`config.mk`:
```
export PLATFORM = sky130hd
export DESIGN_NAME = chip_seq_ctrl
export DESIGN_NICKNAME = d
export VERILOG_FILES = /design/src/rtl/chip_seq_ctrl.sv
export SDC_FILE = /design/constraint.sdc
export NUM_CORES = 1
export LEC_CHECK = 0
export ABC_AREA = 1
export BUFFER_PORTS_ARGS = -buffer_cell sky130_fd_sc_hd__clkbuf_2
export CAP_MARGIN = 20
export CORE_ASPECT_RATIO = 0.7
export CORE_MARGIN = 3
export CORE_UTILIZATION = 35
export CTS_CLUSTER_DIAMETER = 120
export CTS_CLUSTER_SIZE = 40
export DETAILED_ROUTE_END_ITERATION = 10
export SETUP_SLACK_MARGIN = 0.4
export SLEW_MARGIN = 20
export SYNTH_ARGS = -nofsm -noshare
export SYNTH_HDL_FRONTEND = slang
export SYNTH_SLANG_ARGS = --single-unit
```
`constraint.sdc`:
```
create_clock -name clk -period 2.9 [get_ports clk]
set_input_delay 0.435 -clock clk [delete_from_list [all_inputs] [get_ports clk]]
set_output_delay 0.435 -clock clk [all_outputs]
set_load 0.03 [all_outputs]
```
`src/rtl/chip_seq_ctrl.sv`:
```
// Fluidic sequencer for the sample-prep chip. It fills the prep chamber, moves the
// sample through the shared reaction chamber and drives the peristaltic pump.
module chip_seq_ctrl #(
    parameter int CNT_W    = 16,
    parameter int PUMP_DIV = 4
) (
    input  logic             clk,
    input  logic             rst,
    input  logic             start,
    input  logic             abort,
    input  logic [2:0]       inlet_sel,
    input  logic [CNT_W-1:0] fill_cycles,
    input  logic [CNT_W-1:0] incubate_steps,
    input  logic [CNT_W-1:0] wash_cycles,
    input  logic [CNT_W-1:0] collect_cycles,
    output logic             busy,
    output logic             done,
    output logic             error,
    output logic [4:0]       inlet_ctrl,
    output logic [6:0]       prep_ctrl,
    output logic [6:0]       stage_ctrl,
    output logic [2:0]       pump
);

    // state     | meaning
    // ----------+-----------------------------------------------
    // S_IDLE    | all valves closed, waiting for start
    // S_FILL    | selected inlet into prep chamber
    // S_TRANSFER| prep chamber into reaction chamber
    // S_BEAD    | bead loading, sieve closed to trap beads
    // S_INCUBATE| all valves closed, peristaltic pump mixing
    // S_WASH    | flush through reaction chamber, sieve closed
    // S_COLLECT | sample out through sieve to collect port
    // S_DONE    | one-cycle completion pulse
    typedef enum logic [2:0] {
        S_IDLE, S_FILL, S_TRANSFER, S_BEAD, S_INCUBATE, S_WASH, S_COLLECT, S_DONE
    } state_t;

    localparam logic [CNT_W-1:0] ONE      = {{(CNT_W-1){1'b0}}, 1'b1};
    localparam logic [7:0]       DIV_LOAD = 8'(PUMP_DIV - 1);
    localparam logic [18:0]      ALL_SHUT = '1;

    state_t           state;
    logic [CNT_W-1:0] cnt;
    logic [CNT_W-1:0] rev;
    logic [7:0]       div;
    logic [2:0]       phase;
    logic [CNT_W-1:0] fill_m1;
    logic [CNT_W-1:0] steps_m1;
    logic [CNT_W-1:0] wash_m1;
    logic [CNT_W-1:0] collect_m1;

    // Down-counter load value; a zero duration behaves like one cycle.
    function automatic logic [CNT_W-1:0] last(input logic [CNT_W-1:0] n);
        return (n == '0) ? '0 : n - ONE;
    endfunction

    function automatic logic [2:0] pump_pat(input logic [2:0] ph);
        case (ph)
            3'd0:    return 3'b110;
            3'd1:    return 3'b100;
            3'd2:    return 3'b101;
            3'd3:    return 3'b001;
            3'd4:    return 3'b011;
            3'd5:    return 3'b010;
            default: return 3'b111;
        endcase
    endfunction

    // Returns {inlet_ctrl, prep_ctrl, stage_ctrl}; 1 = closed.
    function automatic logic [18:0] valves(input state_t st, input logic [2:0] sel);
        logic [4:0] inl;
        logic [6:0] prep;
        logic [6:0] stg;
        inl  = '1;
        prep = '1;
        stg  = '1;
        case (st)
            S_FILL: begin
                case (sel)
                    3'd1:    inl = 5'b11110;
                    3'd2:    inl = 5'b11101;
                    3'd3:    inl = 5'b11011;
                    3'd4:    inl = 5'b10111;
                    3'd5:    inl = 5'b01111;
                    default: inl = 5'b11111;
                endcase
                prep = 7'b0111110;
            end
            S_TRANSFER: begin
                prep = 7'b1111101;
                stg  = 7'b1111100;
            end
            S_BEAD:    stg = 7'b0011111;
            S_WASH:    stg = 7'b1001111;
            S_COLLECT: stg = 7'b1100011;
            default: ;
        endcase
        return {inl, prep, stg};
    endfunction

    always_ff @(posedge clk) begin
        if (rst) begin
            state      <= S_IDLE;
            cnt        <= '0;
            rev        <= '0;
            div        <= '0;
            phase      <= '0;
            fill_m1    <= '0;
            steps_m1   <= '0;
            wash_m1    <= '0;
            collect_m1 <= '0;
            busy       <= 1'b0;
            done       <= 1'b0;
            error      <= 1'b0;
            {inlet_ctrl, prep_ctrl, stage_ctrl} <= ALL_SHUT;
            pump       <= 3'b111;
        end else begin
            done  <= 1'b0;
            error <= 1'b0;
            if (abort && state != S_IDLE) begin
                state <= S_IDLE;
                busy  <= 1'b0;
                {inlet_ctrl, prep_ctrl, stage_ctrl} <= ALL_SHUT;
                pump  <= 3'b111;
            end else begin
                case (state)
                    S_IDLE: begin
                        if (start && !abort) begin
                            if (inlet_sel >= 3'd1 && inlet_sel <= 3'd5) begin
                                fill_m1    <= last(fill_cycles);
                                steps_m1   <= last(incubate_steps);
                                wash_m1    <= last(wash_cycles);
                                collect_m1 <= last(collect_cycles);
                                cnt        <= last(fill_cycles);
                                state      <= S_FILL;
                                busy       <= 1'b1;
                                {inlet_ctrl, prep_ctrl, stage_ctrl} <= valves(S_FILL, inlet_sel);
                            end else begin
                                error <= 1'b1;
                            end
                        end
                    end
                    S_FILL: begin
                        if (cnt == '0) begin
                            state <= S_TRANSFER;
                            cnt   <= fill_m1;
                            {inlet_ctrl, prep_ctrl, stage_ctrl} <= valves(S_TRANSFER, 3'd0);
                        end else begin
                            cnt <= cnt - ONE;
                        end
                    end
                    S_TRANSFER: begin
                        if (cnt == '0) begin
                            state <= S_BEAD;
                            cnt   <= fill_m1;
                            {inlet_ctrl, prep_ctrl, stage_ctrl} <= valves(S_BEAD, 3'd0);
                        end else begin
                            cnt <= cnt - ONE;
                        end
                    end
                    S_BEAD: begin
                        if (cnt == '0) begin
                            state <= S_INCUBATE;
                            rev   <= steps_m1;
                            div   <= DIV_LOAD;
                            phase <= 3'd0;
                            pump  <= pump_pat(3'd0);
                            {inlet_ctrl, prep_ctrl, stage_ctrl} <= ALL_SHUT;
                        end else begin
                            cnt <= cnt - ONE;
                        end
                    end
                    S_INCUBATE: begin
                        // div paces each pump step, phase walks the 6-step pattern, rev counts revolutions
                        if (div != 8'd0) begin
                            div <= div - 8'd1;
                        end else begin
                            div <= DIV_LOAD;
                            if (phase == 3'd5) begin
                                phase <= 3'd0;
                                if (rev == '0) begin
                                    state <= S_WASH;
                                    cnt   <= wash_m1;
                                    pump  <= 3'b111;
                                    {inlet_ctrl, prep_ctrl, stage_ctrl} <= valves(S_WASH, 3'd0);
                                end else begin
                                    rev  <= rev - ONE;
                                    pump <= pump_pat(3'd0);
                                end
                            end else begin
                                phase <= phase + 3'd1;
                                pump  <= pump_pat(phase + 3'd1);
                            end
                        end
                    end
                    S_WASH: begin
                        if (cnt == '0) begin
                            state <= S_COLLECT;
                            cnt   <= collect_m1;
                            {inlet_ctrl, prep_ctrl, stage_ctrl} <= valves(S_COLLECT, 3'd0);
                        end else begin
                            cnt <= cnt - ONE;
                        end
                    end
                    S_COLLECT: begin
                        if (cnt == '0) begin
                            state <= S_DONE;
                            done  <= 1'b1;
                            {inlet_ctrl, prep_ctrl, stage_ctrl} <= ALL_SHUT;
                        end else begin
                            cnt <= cnt - ONE;
                        end
                    end
                    S_DONE: begin
                        state <= S_IDLE;
                        busy  <= 1'b0;
                    end
                    default: begin
                        state <= S_IDLE;
                        busy  <= 1'b0;
                        {inlet_ctrl, prep_ctrl, stage_ctrl} <= ALL_SHUT;
                        pump  <= 3'b111;
                    end
                endcase
            end
        end
    end

endmodule

```
==> results.md, run 1 <==
- Initial Utilization: 36.3%
- Vias in the first global route: 7165
- Placed insts: between 1500 and 2000
- Post-Synth Simple-Gate Area: 39.5%
- Worst Path Buf+Inv: 2
- Relative slew slack: a little under two fifths
- GRT overflow: 0
- Total power draw: 0.00727 W
- Num Clock Sinks: 128
- Slowest library cell on the worst path: nand2_1
- Worst path top cell family by delay: simple AND/OR/NAND/NOR gates
- Dpl ws: 493 ps
- Synth Area per Inst: 6.28 µm²
- Post-synthesis mux area share: 0%
- Synth cell count leaders: nand2_1, nor2_1, dfxtp_1
- Most frequent cell after synthesis: nand2_1
- Routed len/inst: 13.8 µm
- # diodes: 0
- CTS tree: done
- Synth area leader: dfxtp_1
- DRT Pass-1 Iters: 5
- Share of cells above drive strength 1: about an eighth
- Synth Area in XOR/XNOR: 5.67%
- CTS Buf Count: 17
- GRT Overall Usage: 18.5%
- DR vias/cell: 4.87
- Setup repair after global routing missed its margin: no
- # DRC: 0
- Layer with the highest usage: met1
- Sequential fraction of the synthesis area: 31.9%
- Worst setup EP type: flop
- IO Pins: 96
- Worst path required time: about 3200 ps
- Longest Clk Path Bufs: 2
- Fin crit share: 73.6%
- Largest family of logic cells by synthesized area: simple AND/OR/NAND/NOR gates
- Routed Antenna Nets: 0
- GPL Wtd Cong: 0.872
- Netlist Area Pre-Place: 8030 µm²
- Worst EP arrival: 2420 ps
- Fmax: 0.469 GHz
- Hold buffers post-CTS: 0
- Initial antenna violation count: 0
- Ranking of synthesized cells by area: dfxtp_1, nand2_1, nor2_1
- Multi-input gate area: 4800 µm²
- Flops & latches, synth: 128
- Vias post-DR: 8115
- Area share of the largest cell type after synthesis: 31.9%
- Max-cap violation count: 0
- Hold crit path type: primary input to flop
- Fin nets: approximately 1400
- Fin. max-slew vios: 0
- Warnings, synthesis: 0
- Synth async-reset ratio: 0%
- Synth cell types: 48
- Largest net degree at the start of global routing: 72
- Final Routed Wirelength: 23.0 mm
- Crit path time final: roughly 2100 ps
- Cell mode on critical path: nor2_1
- Worst-path clk slew: approximately 60 ps
- Die ar.: roughly 25000 µm²
- Worst Setup Path Type: flop to flop
- Port Buffers: 91
- Number of H-tree levels: 4
- Max FO, Critical Path: 16
- GRT met1 Usage: 30.1%
- Final setup margin: around 770 ps
- Number of enable flip-flop cells after synthesis: 0
- Layout fillers: 2417
- Total negative slack: 0 ps
- Actual slew at the worst max-slew pin: around 900 ps
- Clock Skew: 10.6 ps
- Post-synthesis compound-gate area fraction: 12.8%
- Final hold viol count: 0
- Largest stage delay, worst path: 360 ps
- 1st-iter DRT viols: 650
- CTS Root Cell: clkbuf_16
- Num rows: 45
- Global-route wire length before repair: approximately 37 mm
- Core area: 22100 µm²
- Critical Path, Cell by Cell: inv_1 > ha_1 > nand3_1 > inv_1 > nand3_1 > nand2_1 > nand2_1 > a21oi_1 > nor2_1 > nor2_1 > nor2_1
- Outcome: complete, no violations
- Detailed placement HPWL: 17.3 mm
- Top_reg_cell synth: dfxtp_1
- P&R area growth vs syn: 15.4%
- Clock Latency Late Sink: between 400 and 500 ps
- Grt met2 use: 23.5%
- Final core utilization: around two fifths
- Syn Inst Count: between 1000 and 1500
- Sequential cell area: ~2600 µm²
- Met3 usage: 4.40%
- Non-Filler Instances: 1667
- P_leak: approximately 4.2 nW
- Die Wd: 187 µm
- P per Cell Area: 784 nW/µm²
- Final count of negative-setup-slack endpoints: 0
- Max VDD drop: 514 µV
- Startpoint Class: flop
- Die Ht: 133 µm
- Adder-Cell Fraction of Synth Area: under 10%
==> path summary, 6_finish.rpt <==
check / endpoint / start / slack (ps) / cells past startpoint
worst min register to register: div[0] / div[0] / 460 / 1
worst min-delay path: error / rst / 250 / 2
worst max register to register: cnt[6] / cnt[0] / 770 / 11
worst max-delay path: cnt[6] / cnt[0] / 770 / 11
==> final cells by class <==
class / count / area share [%]
inverters: 110 / 4.64
flip-flops and latches: 128 / 27.6
clock buffers: 19 / 4.89
clock inverters: 13 / 1.47
multi-input cells: 994 / 51.8
well taps: 305 / 4.12
repair buffers: 98 / 5.48
==> flip-flops by register name (all words and copies together), names as in the netlist <==
name,count
busy,1
cnt,16
collect_m1,16
div,8
done,1
error,1
fill_m1,16
inlet_ctrl,5
phase,3
prep_ctrl,2
pump,3
rev,16
stage_ctrl,5
state,3
steps_m1,16
wash_m1,16
==> power by group <==
part | leakage (nW) | total [W] | switching (W) | internal, W
Clock | 0.281 | 0.00215 | 0.000845 | 0.00131
Sequential | 1.04 | 0.00222 | 0.000217 | 0.00201
Combinational | 2.85 | 0.00290 | 0.00201 | 0.000882
==> placed cells by master, fill, tap and decap left out, drive strengths merged <==
cell      Yosys  final
o21ai        59     59
a221oi        1      1
nor3         21     21
nor2        195    195
a31oi         1      1
nand3b        6      6
clkbuf       18    110
nand3       106    106
or2           4      4
nand4        17     17
xnor2        12     12
nor4          2      2
conb          1      4
a21boi        1      1
o211ai        4      4
and3          1      1
buf          31      7
clkinvlp      0      4
nand2       383    383
a22o          1      1
xor2         40     40
o22ai         1      1
clkinv        0      6
bufinv        0      2
nor3b         4      4
o221ai        1      1
ha           10     10
dfxtp       128    128
o21a          1      1
a22oi         2      2
inv         110    111
a21o          2      2
o31ai         1      1
o21bai        3      3
a21oi       111    111
==> cell families (layout without fill, tap and decap cells) <==
kind of cell	Yosys count	in the layout
buffers and inverters	159	240
AND/OR/NAND/NOR	739	739
other	1	4
XOR/XNOR	52	52
adder cells (fa/ha/maj)	10	10
AO/OA/AOI/OAI	189	189
flip-flops	128	128
==> per-stage QoR <==
step / cell area [µm²] / hold WS [ps]
floorplan: 8040 / 431
detailed placement: 8680 / 458
CTS: 9270 / 254
finish: 9270 / 248
global route: 9270 / 257
global placement: 8680 / 453
==> per-layer routing <==
metal	vias to the layer above	routed length (µm)
li1	4264	-
met1	3591	12800
met2	240	8240
met3	20	1660
met4	0	242
met5	-	0
==> what timing repair did <==
action,4_1_cts,5_1_grt
setup buffers,0,0
gates resized for setup,0,1
setup endpoints to repair,0,5
No activity file was read; power rests on OpenSTA's default activity.
==> run 2, diff against run 1 <==
clock period = 2.1 ns   (was 2.9 ns; I/O delays follow)
==> run 2 against run 1 <==
Compared with the run above: die area unchanged; global-route usage increased by 1.3 points; clock skew decreased by 2.2 ps; final area increased by 14%; routed wire length increased by 10%; first-iteration DRC count increased by 1.7%; via count increased by 6.8%; combinational power increased by 87%; sequential cell count unchanged; cell count increased by 4.6%.
==> results.md, run 2 (same netlist as run 1, synthesis figures left out) <==
- Final Routed Wirelength: roughly 25 mm
- P&R area growth vs syn: 31.7%
- Outcome: complete, no violations
- Vias post-DR: 8668
- GRT overflow: 0
- CP Launch Point: rev[1]
- Fin crit share: 84.4%
- Multi-input gate area: 5250 µm²
- CTS tree: done
- Setup repair after global routing missed its margin: yes
- Actual slew at the worst max-slew pin: ~830 ps
- Crit path time final: ~1800 ps
- P_leak: 4.76 nW
- Routed len/inst: 14.5 µm
- Clock Latency Late Sink: ~420 ps
- Hold path start: rst
- Detailed placement HPWL: 18.2 mm
- Layout fillers: 2257
- Die ar.: 24800 µm²
- Max-cap violation count: 0
- CTS Root Cell: clkbuf_16
- Longest Clk Path Bufs: 2
- Worst path required time: about 2500 ps
- Hold crit path type: primary input to flop
- Worst-path clk slew: approximately 60 ps
- Comb pwr share: about 46%
- R2R depth: 13
- Fin. max-slew vios: 0
- Share of cells above drive strength 1: 25.4%
- DR vias/cell: 4.97
- Commonest non-fill, non-tap cell in the layout: nand2_1
- Total negative slack: 0 ps
- Final count of negative-setup-slack endpoints: 0
- Most frequent cells in the layout: nand2_1, nor2_1, dfxtp_1
- Largest net degree at the start of global routing: 70
- Port Buffers: 91
- # DRC: 0
- Dpl cell area: 8990 µm²
- 1st-iter DRT viols: 661
- Num Clock Sinks: 128
- # diodes: 0
- Number of H-tree levels: 4
- DRT Pass-1 Iters: 5
- Worst r2r src: rev[1]
- Reg-to-reg endpoint: cnt[10]
- IO Pins: 96
- Cell count of the worst hold path: 2
- GPL Wtd Cong: between 0.9 and 1
- Non-Filler Instances: between 1500 and 2000
- Clock power frac: 27.8%
- Worst Setup Path Type: flop to flop
- Placed insts: 1666
- Core area: ~22000 µm²
- GRT Overall Usage: between 10% and 20%
- Flop2flop setup slack: 330 ps
- Dpl ws: approximately 80 ps
- Final setup margin: ~330 ps
- Worst EP arrival: 2120 ps
- Sw Share: 40.0%
- Sequential share of power: between 20% and 30%
- Internal power: 0.00709 W
- Initial Utilization: 36.3%
- Fin nets: 1509
- Die Wd: 187 µm
- Sequential cell area: 2600 µm²
- Die Ht: about 130 µm
- P per Cell Area: ~1100 nW/µm²
- Vias in the first global route: 7793
- Clock Skew: 8.43 ps
- Fin area: 10600 µm²
- CTS Buf Count: 17
- Fmax: between 0.5 and 0.6 GHz
- Final hold viol count: 0
- Relative slew slack: around 45%
- Max VDD drop: a little over 800 µV
- Startpoint Class: flop
- Routed Antenna Nets: 0
- Max FO, Critical Path: 7
- Num rows: 45
- Worst setup EP type: flop
- Hold Path Sink: phase[0]
- Total power draw: 0.0118 W
- Switching pwr: about 0.0047 W
- Initial antenna violation count: 0
- Global-route wire length before repair: 40.3 mm
==> run 2: how the worst max path moves through the flow <==
| stage | end | slack [ps] |
|---|---|---|
| floorplan | wash_m1[1] | 400 |
| global placement | cnt[10] | 60 |
| detailed placement | cnt[10] | 80 |
| CTS | inlet_ctrl[1] | 360 |
| global route | cnt[10] | 250 |
| finish | cnt[10] | 330 |
==> run 2: per-stage QoR <==
stage	util, %	hold WS [ps]
2_1_floorplan	-	431
3_3_place_gp	40.6	452
3_5_place_dp	40.6	456
4_1_cts	45.4	147
5_1_grt	47.8	168
6_report	47.8	152
==> run 2: cell type report <==
type	count	share of cell area [%]
clock inverters	10	1.74
clock buffers	20	4.41
inverters	110	4.45
repair inverters	1	0.154
well taps	305	3.61
repair buffers	172	11.5
multi-input cells	998	49.6
flip-flops and latches	128	24.6
==> run 2: worst max-delay path, cell delays in order, from the launching register on <==
cell	delay, ps
dfxtp_2	320
inv_2	90
ha_4	130
nand2_2	50
nor2_2	120
nand2_2	80
nand2_2	100
nand2_2	70
nor2_4	130
nand2_4	120
buf_8	170
nor2_4	120
nand2_2	60
a21oi_2	120
==> run 2: repair_timing <==
item                       4_1_cts  5_1_grt
setup endpoints to repair       77       71
hold buffers                     0        0
cloned                           5        3
resized for setup               62      110
setup buffers                   24       16
pin swaps                       23       24
==> run 2: routing by layer <==
layer | up-vias | global-route usage [%] | routed length, µm
met5 | - | 0 | 0
met4 | 0 | 5.50 | 295
met3 | 29 | 4.00 | 2000
met2 | 297 | 26.3 | 9590
met1 | 3926 | 31.5 | 13400
li1 | 4416 | - | -
==> run 2: power groups by stage <==
stage	registers [W]	clock network, W	logic, W
6_report	0.00310	0.00328	0.00543
5_1_grt	0.00314	0.00345	0.00593
4_1_cts	0.00305	0.00333	0.00480
3_5_place_dp	0.00308	0	0.00434
3_3_place_gp	0.00309	0	0.00435
2_1_floorplan	0.00315	0	0.00290
==> run 3, diff against run 2 <==
ABC_AREA = 0   (was 1)
clock period = 1.7 ns   (was 2.1 ns; I/O delays follow)
==> run 3 against run 2 <==
Compared with the run above: the run now ends with negative setup slack left; global-route usage up 5.6 points; setup slack worse by 890 ps; clock skew up 1.9 ps; utilization up 15 points.
==> results.md, run 3 <==
- Outcome: finished, violations left
- Failing checks: negative setup slack
- Worst-path clk slew: 60 ps
- Share of cells above drive strength 1: 50.3%
- Final hold viol count: 0
- Netlist Area Pre-Place: 7580 µm²
- Fin nets: 1423
- GRT Overall Usage: 25.4%
- Cell mode on critical path: or4_4
- Fmax: 0.443 GHz
- P_leak: 5.30 nW
- DR vias/cell: 5.56
- Synth Area per Inst: roughly 7.8 µm²
- CTS tree: done
- Fin area: between 10000 and 15000 µm²
- Most frequent cells in the layout: buf_4, dfxtp_1, nor2_1
- Commonest non-fill, non-tap cell in the layout: buf_4
- Ranking of synthesized cells by area: dfxtp_1, nor2_1, a22oi_1
- Post-synthesis compound-gate area fraction: 23.0%
- Syn Inst Count: 968
- Synth cell types: 72
- Relative slew slack: 64.7%
- Routed len/inst: around 19 µm
- Initial Utilization: 36.1%
- 1st-iter DRT viols: 895
- R2R depth: 7
- Final count of negative-setup-slack endpoints: 117
- Longest Clk Path Bufs: 2
- DRT Pass-1 Iters: 5
- Worst Setup Path Type: flop to flop
- Synth area leader: dfxtp_1
- Vias post-DR: slightly above 9000
- Vias in the first global route: about 9000
- Area share of the largest cell type after synthesis: 33.8%
- Number of H-tree levels: 4
- Actual slew at the worst max-slew pin: 525 ps
- Setup repair after global routing missed its margin: yes
- Num rows: 44
- P per Cell Area: between 800 and 900 nW/µm²
- Startpoint Class: flop
- Post-Synth Simple-Gate Area: 28.3%
- Placed insts: 1531
- Fin crit share: 133%
- Crit path time final: 2260 ps
- Number of enable flip-flop cells after synthesis: 0
- Sequential fraction of the synthesis area: 33.8%
- Die Wd: 182 µm
- Global-route wire length before repair: 47.8 mm
- Num Clock Sinks: between 100 and 150
- GRT overflow: 0
- Synth cell count leaders: dfxtp_1, nor2_1, nand2_1
- Flops & latches, synth: 128
- Clock Latency Late Sink: approximately 430 ps
- IO Pins: 96
- Worst setup EP type: flop
- Max FO, Critical Path: 6
- Dpl cell area: 10800 µm²
- Largest net degree at the start of global routing: 30
- P&R area growth vs syn: 73.4%
- Top_reg_cell synth: dfxtp_1
- # diodes: 0
- Worst path required time: ~2000 ps
- CTS Root Cell: clkbuf_16
- Max-cap violation count: 0
- Synth async-reset ratio: 0%
- Die Ht: approximately 130 µm
- Die ar.: around 23000 µm²
- Cell count of the worst hold path: 2
- Hold buffers post-CTS: 0
- Final Routed Wirelength: 30.4 mm
- Synth Area in XOR/XNOR: 7.16%
- Core area: 21000 µm²
- GPL Wtd Cong: 0.960
- Worst path top cell family by delay: simple AND/OR/NAND/NOR gates
- Crit path depth: 7
- Critical Path, Cell by Cell: or4_4 > buf_6 > or4_4 > a21oi_4 > nand3b_1 > o2bb2ai_2 > a211oi_1
- Most frequent cell after synthesis: dfxtp_1
- Adder-Cell Fraction of Synth Area: 1.65%
- Routed Antenna Nets: 0
- Clock Skew: about 10 ps
- Port Buffers: 91
- Flop2flop setup slack: -560 ps
- Largest stage delay, worst path: 560 ps
- Final setup margin: -558 ps
- Largest family of logic cells by synthesized area: simple AND/OR/NAND/NOR gates
- Non-Filler Instances: 1631
- Slowest library cell on the worst path: or4_4
- Warnings, synthesis: 0
- Post-synthesis mux area share: 1.35%
- Hold crit path type: primary input to flop
- Worst Path Buf+Inv: 1
- Layout fillers: 1748
- Fin. max-slew vios: 0
- Initial antenna violation count: 0
- # DRC: 0
- Detailed placement HPWL: 21.0 mm
- Worst EP arrival: ~2600 ps
- CTS Buf Count: 17
- Max VDD drop: 484 µV
run 3: cell types whose count changed in the layout (fill, tap and decap cells not counted), sizes merged, moves of 54 or more:
| cell | previous run | this run |
|---|---|---|
| nand3 | 106 | 31 |
| inv | 109 | 32 |
| nand2 | 387 | 73 |
| nor2 | 195 | 126 |
| a22oi | 2 | 56 |
| buf | 79 | 329 |
run 3: where the power goes:
part           internal [W]  switching [W]
Sequential          0.00318       0.000169
Clock               0.00193        0.00162
Combinational       0.00220        0.00214
run 3: cells by family (layout without fill, tap and decap cells):
family,after synthesis,after routing
AO/OA/AOI/OAI,256,256
buffers and inverters,86,470
flip-flops,128,128
adder cells (fa/ha/maj),10,10
XOR/XNOR,62,62
AND/OR/NAND/NOR,415,415
multiplexers,10,10
other,1,4
run 3: worst paths after layout:
| path | from | to |
|---|---|---|
| worst min-delay path | rst | phase[1] |
| worst max register to register | div[4] | rev[13] |
| worst max-delay path | div[4] | rev[13] |
| worst min register to register | fill_m1[9] | fill_m1[9] |
run 3: metrics by stage:
step                setup slack, ps  util (%)  power, W  hold WS, ps  setup TNS [ps]
detailed placement             -609      51.7   0.00665          454          -35120
floorplan                      -475         -   0.00516          383          -18600
global route                   -626      62.7    0.0117          149          -34760
CTS                            -512      60.9    0.0110          136          -25830
global placement               -536      51.7   0.00662          443          -32240
finish                         -558      62.7    0.0112          158          -27520
run 3: cell type report:
type / instances / area [µm²] / area share (%)
inverter: 21 / 103 / 0.780
sequential: 128 / 2580 / 19.6
multi-input combinational: 757 / 6040 / 45.9
clock buffer: 17 / 425 / 3.24
clock inverter: 15 / 133 / 1.01
timing repair buffer: 417 / 3520 / 26.8
tap: 276 / 345 / 2.63
run 3: per-layer routing:
metal,vias up,share of wire (%),global-route usage (%)
li1,4331,-,-
met1,4340,48,37.7
met2,361,43,37.8
met3,40,8.6,5.72
met4,0,1.2,5.33
met5,-,0,0
run 3: what timing repair did:
action                     4_1_cts  5_1_grt
gates cloned                    10        0
pin swaps                      110       48
setup buffers                   48       10
hold endpoints to repair         0        0
setup endpoints to repair      129      130
resized for setup              187       72
